===== config.mk =====
export PLATFORM = sky130hd
export DESIGN_NAME = rbm_batch_sequencer
export DESIGN_NICKNAME = d
export VERILOG_FILES = /design/src/rtl/rbm_batch_sequencer.sv
export SDC_FILE = /design/constraint.sdc
export NUM_CORES = 1
export LEC_CHECK = 0
export BUFFER_PORTS_ARGS = -buffer_cell sky130_fd_sc_hd__buf_4
export CORE_ASPECT_RATIO = 1.1
export CORE_MARGIN = 2
export CORE_UTILIZATION = 45
export DETAILED_ROUTE_END_ITERATION = 16
export PLACE_DENSITY_LB_ADDON = 0.2
export SKIP_LAST_GASP = 1
export SYNTH_ARGS = -nofsm -noshare
export SYNTH_HDL_FRONTEND = slang
export SYNTH_SLANG_ARGS = --single-unit

===== constraint.sdc =====
create_clock -name clock -period 9.78 [get_ports clock]
set_input_delay 1.956 -clock clock [delete_from_list [all_inputs] [get_ports clock]]
set_output_delay 1.956 -clock clock [all_outputs]
set_load 0.01 [all_outputs]

===== src/rtl/rbm_batch_sequencer.sv =====
// Batch sequencer for one RBM inference core: per image it resets the core, runs it,
// captures the packed class scores, takes a sequential signed argmax and scores accuracy.
module rbm_batch_sequencer #(
  parameter int BITLENGTH    = 12,
  parameter int OUTPUT_DIM   = 10,
  parameter int CLASS_W      = 4,
  parameter int IMAGE_NUM    = 100,
  parameter int INDEX_W      = 16,
  parameter int RESET_CYCLES = 2,
  parameter int TIMEOUT      = 65535
) (
  input  logic                            clock,
  input  logic                            reset,
  input  logic                            start,
  output logic [INDEX_W-1:0]              img_index,
  input  logic                            img_valid,
  input  logic [CLASS_W-1:0]              img_label,
  output logic                            rbm_reset,
  output logic                            rbm_data_valid,
  input  logic                            rbm_finish,
  input  logic [OUTPUT_DIM*BITLENGTH-1:0] rbm_output,
  output logic                            pred_valid,
  output logic [CLASS_W-1:0]              pred_class,
  output logic                            pred_correct,
  output logic [INDEX_W-1:0]              correct_count,
  output logic                            timeout_flag,
  output logic                            busy,
  output logic                            done
);

  // One shared counter serves the core-reset hold, the run timeout and the argmax walk.
  localparam int CNT_MAX = (TIMEOUT > OUTPUT_DIM)
                         ? ((TIMEOUT > RESET_CYCLES) ? TIMEOUT : RESET_CYCLES)
                         : ((OUTPUT_DIM > RESET_CYCLES) ? OUTPUT_DIM : RESET_CYCLES);
  localparam int CNT_W = $clog2(CNT_MAX + 1);

  localparam logic [CNT_W-1:0]   RST_LAST = CNT_W'(RESET_CYCLES - 1);
  localparam logic [CNT_W-1:0]   TO_LAST  = CNT_W'(TIMEOUT - 1);
  localparam logic [CNT_W-1:0]   ARG_LAST = CNT_W'(OUTPUT_DIM - 1);
  localparam logic [INDEX_W-1:0] IMG_LAST = INDEX_W'(IMAGE_NUM - 1);

  typedef enum logic [2:0] {
    S_IDLE, S_LOAD, S_CORE_RST, S_RUN, S_ARGMAX, S_REPORT, S_DONE
  } state_t;

  state_t                          state_q, state_d;
  logic [CNT_W-1:0]                cnt_q, cnt_d;
  logic                            fin_prev_q, fin_prev_d;
  logic [OUTPUT_DIM*BITLENGTH-1:0] scores_q, scores_d;
  logic signed [BITLENGTH-1:0]     best_val_q, best_val_d;
  logic [CLASS_W-1:0]              best_idx_q, best_idx_d;
  logic [CLASS_W-1:0]              label_q, label_d;
  logic [INDEX_W-1:0]              img_index_q, img_index_d;
  logic [CLASS_W-1:0]              pred_class_q, pred_class_d;
  logic                            pred_correct_q, pred_correct_d;
  logic [INDEX_W-1:0]              correct_count_q, correct_count_d;
  logic                            timeout_q, timeout_d;

  logic                            fin_edge;
  logic signed [BITLENGTH-1:0]     cur_score;
  logic                            take;
  logic [CLASS_W-1:0]              final_idx;

  // The captured vector shifts down one element per argmax cycle, so element k sits at the bottom on step k.
  assign fin_edge  = rbm_finish & ~fin_prev_q;
  assign cur_score = signed'(scores_q[BITLENGTH-1:0]);
  assign take      = (cnt_q == '0) || (cur_score > best_val_q);
  assign final_idx = take ? CLASS_W'(cnt_q) : best_idx_q;

  // NOTE: every signal driven here gets a default first, so no path can infer a latch.
  always_comb begin
    state_d         = state_q;
    cnt_d           = cnt_q + 1'b1;
    fin_prev_d      = 1'b0;
    scores_d        = scores_q;
    best_val_d      = best_val_q;
    best_idx_d      = best_idx_q;
    label_d         = label_q;
    img_index_d     = img_index_q;
    pred_class_d    = pred_class_q;
    pred_correct_d  = pred_correct_q;
    correct_count_d = correct_count_q;
    timeout_d       = timeout_q;
    rbm_reset       = 1'b1;
    rbm_data_valid  = 1'b0;
    pred_valid      = 1'b0;

    unique case (state_q)
      S_IDLE, S_DONE: begin
        cnt_d = '0;
        if (start) begin
          img_index_d     = '0;
          correct_count_d = '0;
          timeout_d       = 1'b0;
          state_d         = S_LOAD;
        end
      end
      S_LOAD: begin
        cnt_d = '0;
        if (img_valid) begin
          label_d = img_label;
          state_d = S_CORE_RST;
        end
      end
      S_CORE_RST: begin
        if (cnt_q == RST_LAST) begin
          cnt_d   = '0;
          state_d = S_RUN;
        end
      end
      S_RUN: begin
        rbm_reset      = 1'b0;
        rbm_data_valid = 1'b1;
        fin_prev_d     = rbm_finish;
        if (fin_edge) begin
          scores_d = rbm_output;
          cnt_d    = '0;
          state_d  = S_ARGMAX;
        end else if (cnt_q == TO_LAST) begin
          pred_class_d   = '1;
          pred_correct_d = 1'b0;
          timeout_d      = 1'b1;
          state_d        = S_REPORT;
        end
      end
      S_ARGMAX: begin
        rbm_reset      = 1'b0;
        rbm_data_valid = 1'b1;
        scores_d       = scores_q >> BITLENGTH;
        if (take) begin
          best_val_d = cur_score;
          best_idx_d = CLASS_W'(cnt_q);
        end
        if (cnt_q == ARG_LAST) begin
          pred_class_d   = final_idx;
          pred_correct_d = (final_idx == label_q);
          if ((final_idx == label_q) && (correct_count_q != '1))
            correct_count_d = correct_count_q + 1'b1;
          state_d = S_REPORT;
        end
      end
      S_REPORT: begin
        pred_valid = 1'b1;
        cnt_d      = '0;
        if (img_index_q == IMG_LAST) begin
          state_d = S_DONE;
        end else begin
          img_index_d = img_index_q + 1'b1;
          state_d     = S_LOAD;
        end
      end
      default: state_d = S_IDLE;
    endcase
  end

  // NOTE: state registers use non-blocking assignments so every flop samples pre-edge values.
  always_ff @(posedge clock or posedge reset) begin
    if (reset) begin
      state_q         <= S_IDLE;
      cnt_q           <= '0;
      fin_prev_q      <= 1'b0;
      scores_q        <= '0;
      best_val_q      <= '0;
      best_idx_q      <= '0;
      label_q         <= '0;
      img_index_q     <= '0;
      pred_class_q    <= '0;
      pred_correct_q  <= 1'b0;
      correct_count_q <= '0;
      timeout_q       <= 1'b0;
    end else begin
      state_q         <= state_d;
      cnt_q           <= cnt_d;
      fin_prev_q      <= fin_prev_d;
      scores_q        <= scores_d;
      best_val_q      <= best_val_d;
      best_idx_q      <= best_idx_d;
      label_q         <= label_d;
      img_index_q     <= img_index_d;
      pred_class_q    <= pred_class_d;
      pred_correct_q  <= pred_correct_d;
      correct_count_q <= correct_count_d;
      timeout_q       <= timeout_d;
    end
  end

  assign img_index     = img_index_q;
  assign pred_class    = pred_class_q;
  assign pred_correct  = pred_correct_q;
  assign correct_count = correct_count_q;
  assign timeout_flag  = timeout_q;
  assign busy          = (state_q != S_IDLE) && (state_q != S_DONE);
  assign done          = (state_q == S_DONE);

endmodule


== Word-level counts from Yosys, hierarchy flattened ==
Index checks and enable logic that the tools add are counted.
Word-level totals
  flip-flop bits (word level): 198
  word-level logic and storage cells: 98
  output and inout bits: 43
  input bits: 129
Cells by class
  $add $sub $neg: 3
  mux-type cells: 36
  equal/unequal tests: 23
  bitwise gates (word level): 2
  $lt $le $gt $ge: 1
  reduce and logical (&&, ||, !) cells: 21
Operator list (number)
  $pmux 120 s2: 1
  $mux 120: 1
  $mux 16: 6
  $pmux 16 s2: 2
  $add 16x1->16 const B: 3
  $pmux 16 s3: 1
  $mux 3: 7
  $ne 2x2->1 const B: 9
  $pmux 3 s6: 1
  $eq 16x1->1 const B: 1
  $eq 16x16->1 const B: 1
  $eq 16x4->1 const B: 1
  $eq 16x7->1 const B: 1
  $logic_not 16->1: 1
  $mux 4: 4
  $ne 16x16->1 const B: 1
  $gt 12x12->1: 1
  $reduce_and 4->1: 3
  $mux 1: 10
  $eq 3x3->1 const B: 3
  $pmux 4 s2: 1
  $reduce_bool 2->1: 4
  $eq 3x2->1 const B: 2
  $ne 3x3->1 const B: 2
  other kinds (14): 19

== Longest topological paths before layout ==
  depth in word-level cells: 8
  gate-level depth with buffers: 14
  gate-level depth less buffers: 11

== Least setup slack after synthesis ==
OpenSTA, ideal clock, no wires.
  path kind: register -> output
  from: register state_q[2]
  to: output rbm_reset
  path slack: 6.233 ns
  path buffers: 3
  required time: 7.824 ns
  cell stages (with the launch flop): 7
  arrival time: 1.591 ns
  path through: dfrtp_1 -> clkbuf_1 -> or3b_2 -> clkbuf_1 -> clkbuf_1 -> nand2_1 -> inv_1
Between the ends
  longest elaborated chain between the ends: 3
  elaborated cells between the ends (all ways): 4
  those cells by class: 2 x eq/ne; 1 x mux; 1 x reduce/logical
Ends and longest elaborated chain
  start, declared: RTL line 46  | state_t state_q, state_d;
  start signal, assigned: RTL line 172  | state_q <= state_d;
  $eq 3x3->1 or $eq 3x2->1 (tied branches): RTL line 88  | unique case (state_q)
  $reduce_or 2->1 (no line) (*)
  $mux 1 (*): RTL line 88
  end, declared: RTL line 18  | output logic rbm_reset,
Every way passes the cells marked *; elsewhere a longest branch is shown, timed or not.

== Worst setup path in the final report ==
Ends and elaborated chain as after synthesis.

==> results.ini <==
[run_status]
status = completed

[critical_path]
cp-start-kind = flop
critPathMaxFanout = 39
end_kind = output port
path_class = reg2out
cp.required_ps = 7820
cp.arrival_ps = 2170

[timing]
max_slew.worst_pin.slew_ps = 1060
hold_viol = 0
setup_viol = 0
timing.final.max_slew_violations = 0
max_freq_ghz = 0.242
relSlewSlack_pct = 29.0
period_needed_ps = 4130
finalCritPeriodShare_pct = 42.2
worst_slack_ps = 5650
tns_ps = 0
skew_ps = 14.7
fin_hold_ws_ps = 499
rsz0062_at_grt = false

[floorplan]
dieArea_mm2 = 0.0220
pin_count = 172
rows = 55
die_h_um = 156
die_w_um = 142
core_region_area_mm2 = 0.0205
initial_core_util_pct = 45.8

[global_routing]
overflow = 0
grtUsageTotal_pct = 22.3
grt_max_degree = 122
grt_pass1_wl_mm = 39.0
first_global_vias = 7699
grt_antenna_before_repair = 0

[synthesis]
synth_mux_area_share_pct = 1.90
synth_fa_ha_area_share_pct = 2.40
synth_common_cells = 265 x nor2_1, 198 x dfrtp_1, 101 x o22ai_1
synth_top_area_share_pct = 52.7
synth_top_family_by_area = simple AND/OR/NAND/NOR gates
yosysTopAreaCell = dfrtp_1
synth_edf_count = 0
async_flop_share_pct = 100
synthFlopType = dfrtp_1
yosysMostFrequentCell = nor2_1
yosysWarnings = 0
synth_seq_cells = 198
synth_xor_area_share_pct = 2.42
syn_inst = 1035
synthDistinctLibCells = 58
synthTopCellsByArea = dfrtp_1 53%, nor2_1 11%, o22ai_1 6.7%
synth-simple-area-share_pct = 22.8
avgSynthCellArea_um2 = 9.08
netlist_area_mm2 = 0.00939
ys_seq_area_share_pct = 52.7
synthesis.nets = 1182
synth_compound_area_share_pct = 13.5

[route]
ant_nets = 0
drc_errors = 0
vias = 7873
vias_per_cell = 5.46
first_pass_iters = 4
wl_mm = 23.9
drtIter0Drc = 466
routedWlPerCell_um = 16.6

[power_and_ir_drop]
p_per_area_mw_per_mm2 = 283
power_mw = 3.23
leakage_nw = 5.29
peakVddDrop_mv = 0.128

[clock_tree]
cts.htree.levels = 4
cts_resized = 0
clk_latency_ps = 440
post_cts_buffers = 0
cts_max_path_buffers = 2
numCtsBuffers = 17
cts-root-buf = clkbuf_16
cts_tree = yes
postCtsHoldBufs = 0
clk_pin_slew_ps = 80
cts_num_sinks = 198

[layout]
syn_to_final_growth_pct = 21.7
antenna_cells = 0
instances_no_fill = 1443
fillers = 1883
final_area_mm2 = 0.0114
fin_util_pct = 55.8
register_area_mm2 = 0.00495
layout-drive-gt1-share_pct = 21.0
multi_input_area_mm2 = 0.00406
final_nets = 1321

[placement]
post-place-ws_ps = 5660
gp_congestion = 0.808
placed_area_mm2 = 0.0108
dp_hpwl_mm = 16.3
dpl.cell_count = 1411
port_buffers = 171

[flow_run]
drv_cap = 0

[worst_hold_path]
hp-class = reg2reg

worst paths after layout:
kind                               from                end  slack, ps  cells after the start
hold / removal             scores_q[49]       scores_q[49]        500                      2
hold reg to reg            scores_q[49]       scores_q[49]        500                      2
max in group asynchronous         reset       img_index[0]       6620                      3
setup reg to reg           scores_q[11]  correct_count[15]       5920                      9
setup / recovery             state_q[2]          rbm_reset       5650                      4
min in group asynchronous         reset       scores_q[41]       1660                      2
cell type report:
cell class                      instances  share of cell area (%)
Sequential cell                       198                    43.3
Clock buffer                           17                    3.72
Tap cell                              256                    2.80
Multi-Input combinational cell        740                    35.5
Timing Repair Buffer                  178                    11.7
Clock inverter                         15                    1.61
Inverter                               39                    1.35
registers in the layout (all words and copies together), names as in the netlist, 3 cells and up:
| signal | cells |
|---|---|
| label_q | 4 |
| best_val_q | 12 |
| best_idx_q | 4 |
| cnt_q | 16 |
| scores_q | 120 |
| img_index | 16 |
| state_q | 3 |
| correct_count | 16 |
| pred_class | 4 |
critical path, stage by stage (launching register included):
cell and delay (ps):
dfrtp_1 660, or3b_4 660, nand2_1 210, inv_1 60
buf_4 140
routing by layer:
layer	GRT usage, %	vias up	part of all wire (%)
met5	0	-	0
met4	6.86	0	1.7
met3	6.72	31	6.8
met2	37.4	191	49
met1	28.0	3795	43
li1	-	3856	-
layout by cell type (no fill, tap or decap), types with 4 or more instances in the layout:
cell type    n
a211oi_1     6
a21oi_1     31
a31oi_1     15
and3_1      25
and4_1       5
buf_4      178
clkbuf_16   17
clkinv_8     7
dfrtp_1    198
ha_1        18
inv_1       38
inv_6        5
mux2_2      15
nand2_1     87
nand2b_1     7
nand3_1     29
nand4_1     11
nor2_1     265
nor2b_1      9
nor3_1       5
nor4_1       5
o21ai_0     21
o21ai_2     10
o22ai_1    101
or3_1        6
xnor2_1      4
xor2_1      22
kinds of logic after synthesis:
kind of cell	after synthesis
AO/OA/AOI/OAI	201
XOR/XNOR	26
adder cells (fa/ha/maj)	18
buffers and inverters	97
flip-flops	198
multiplexers	16
AND/OR/NAND/NOR	479
report_power, final:
group | switching, mW | internal [mW]
registers | 0.244 | 1.12
logic | 0.680 | 0.482
clock network | 0.357 | 0.346
Power figures use the tool's default switching activity.
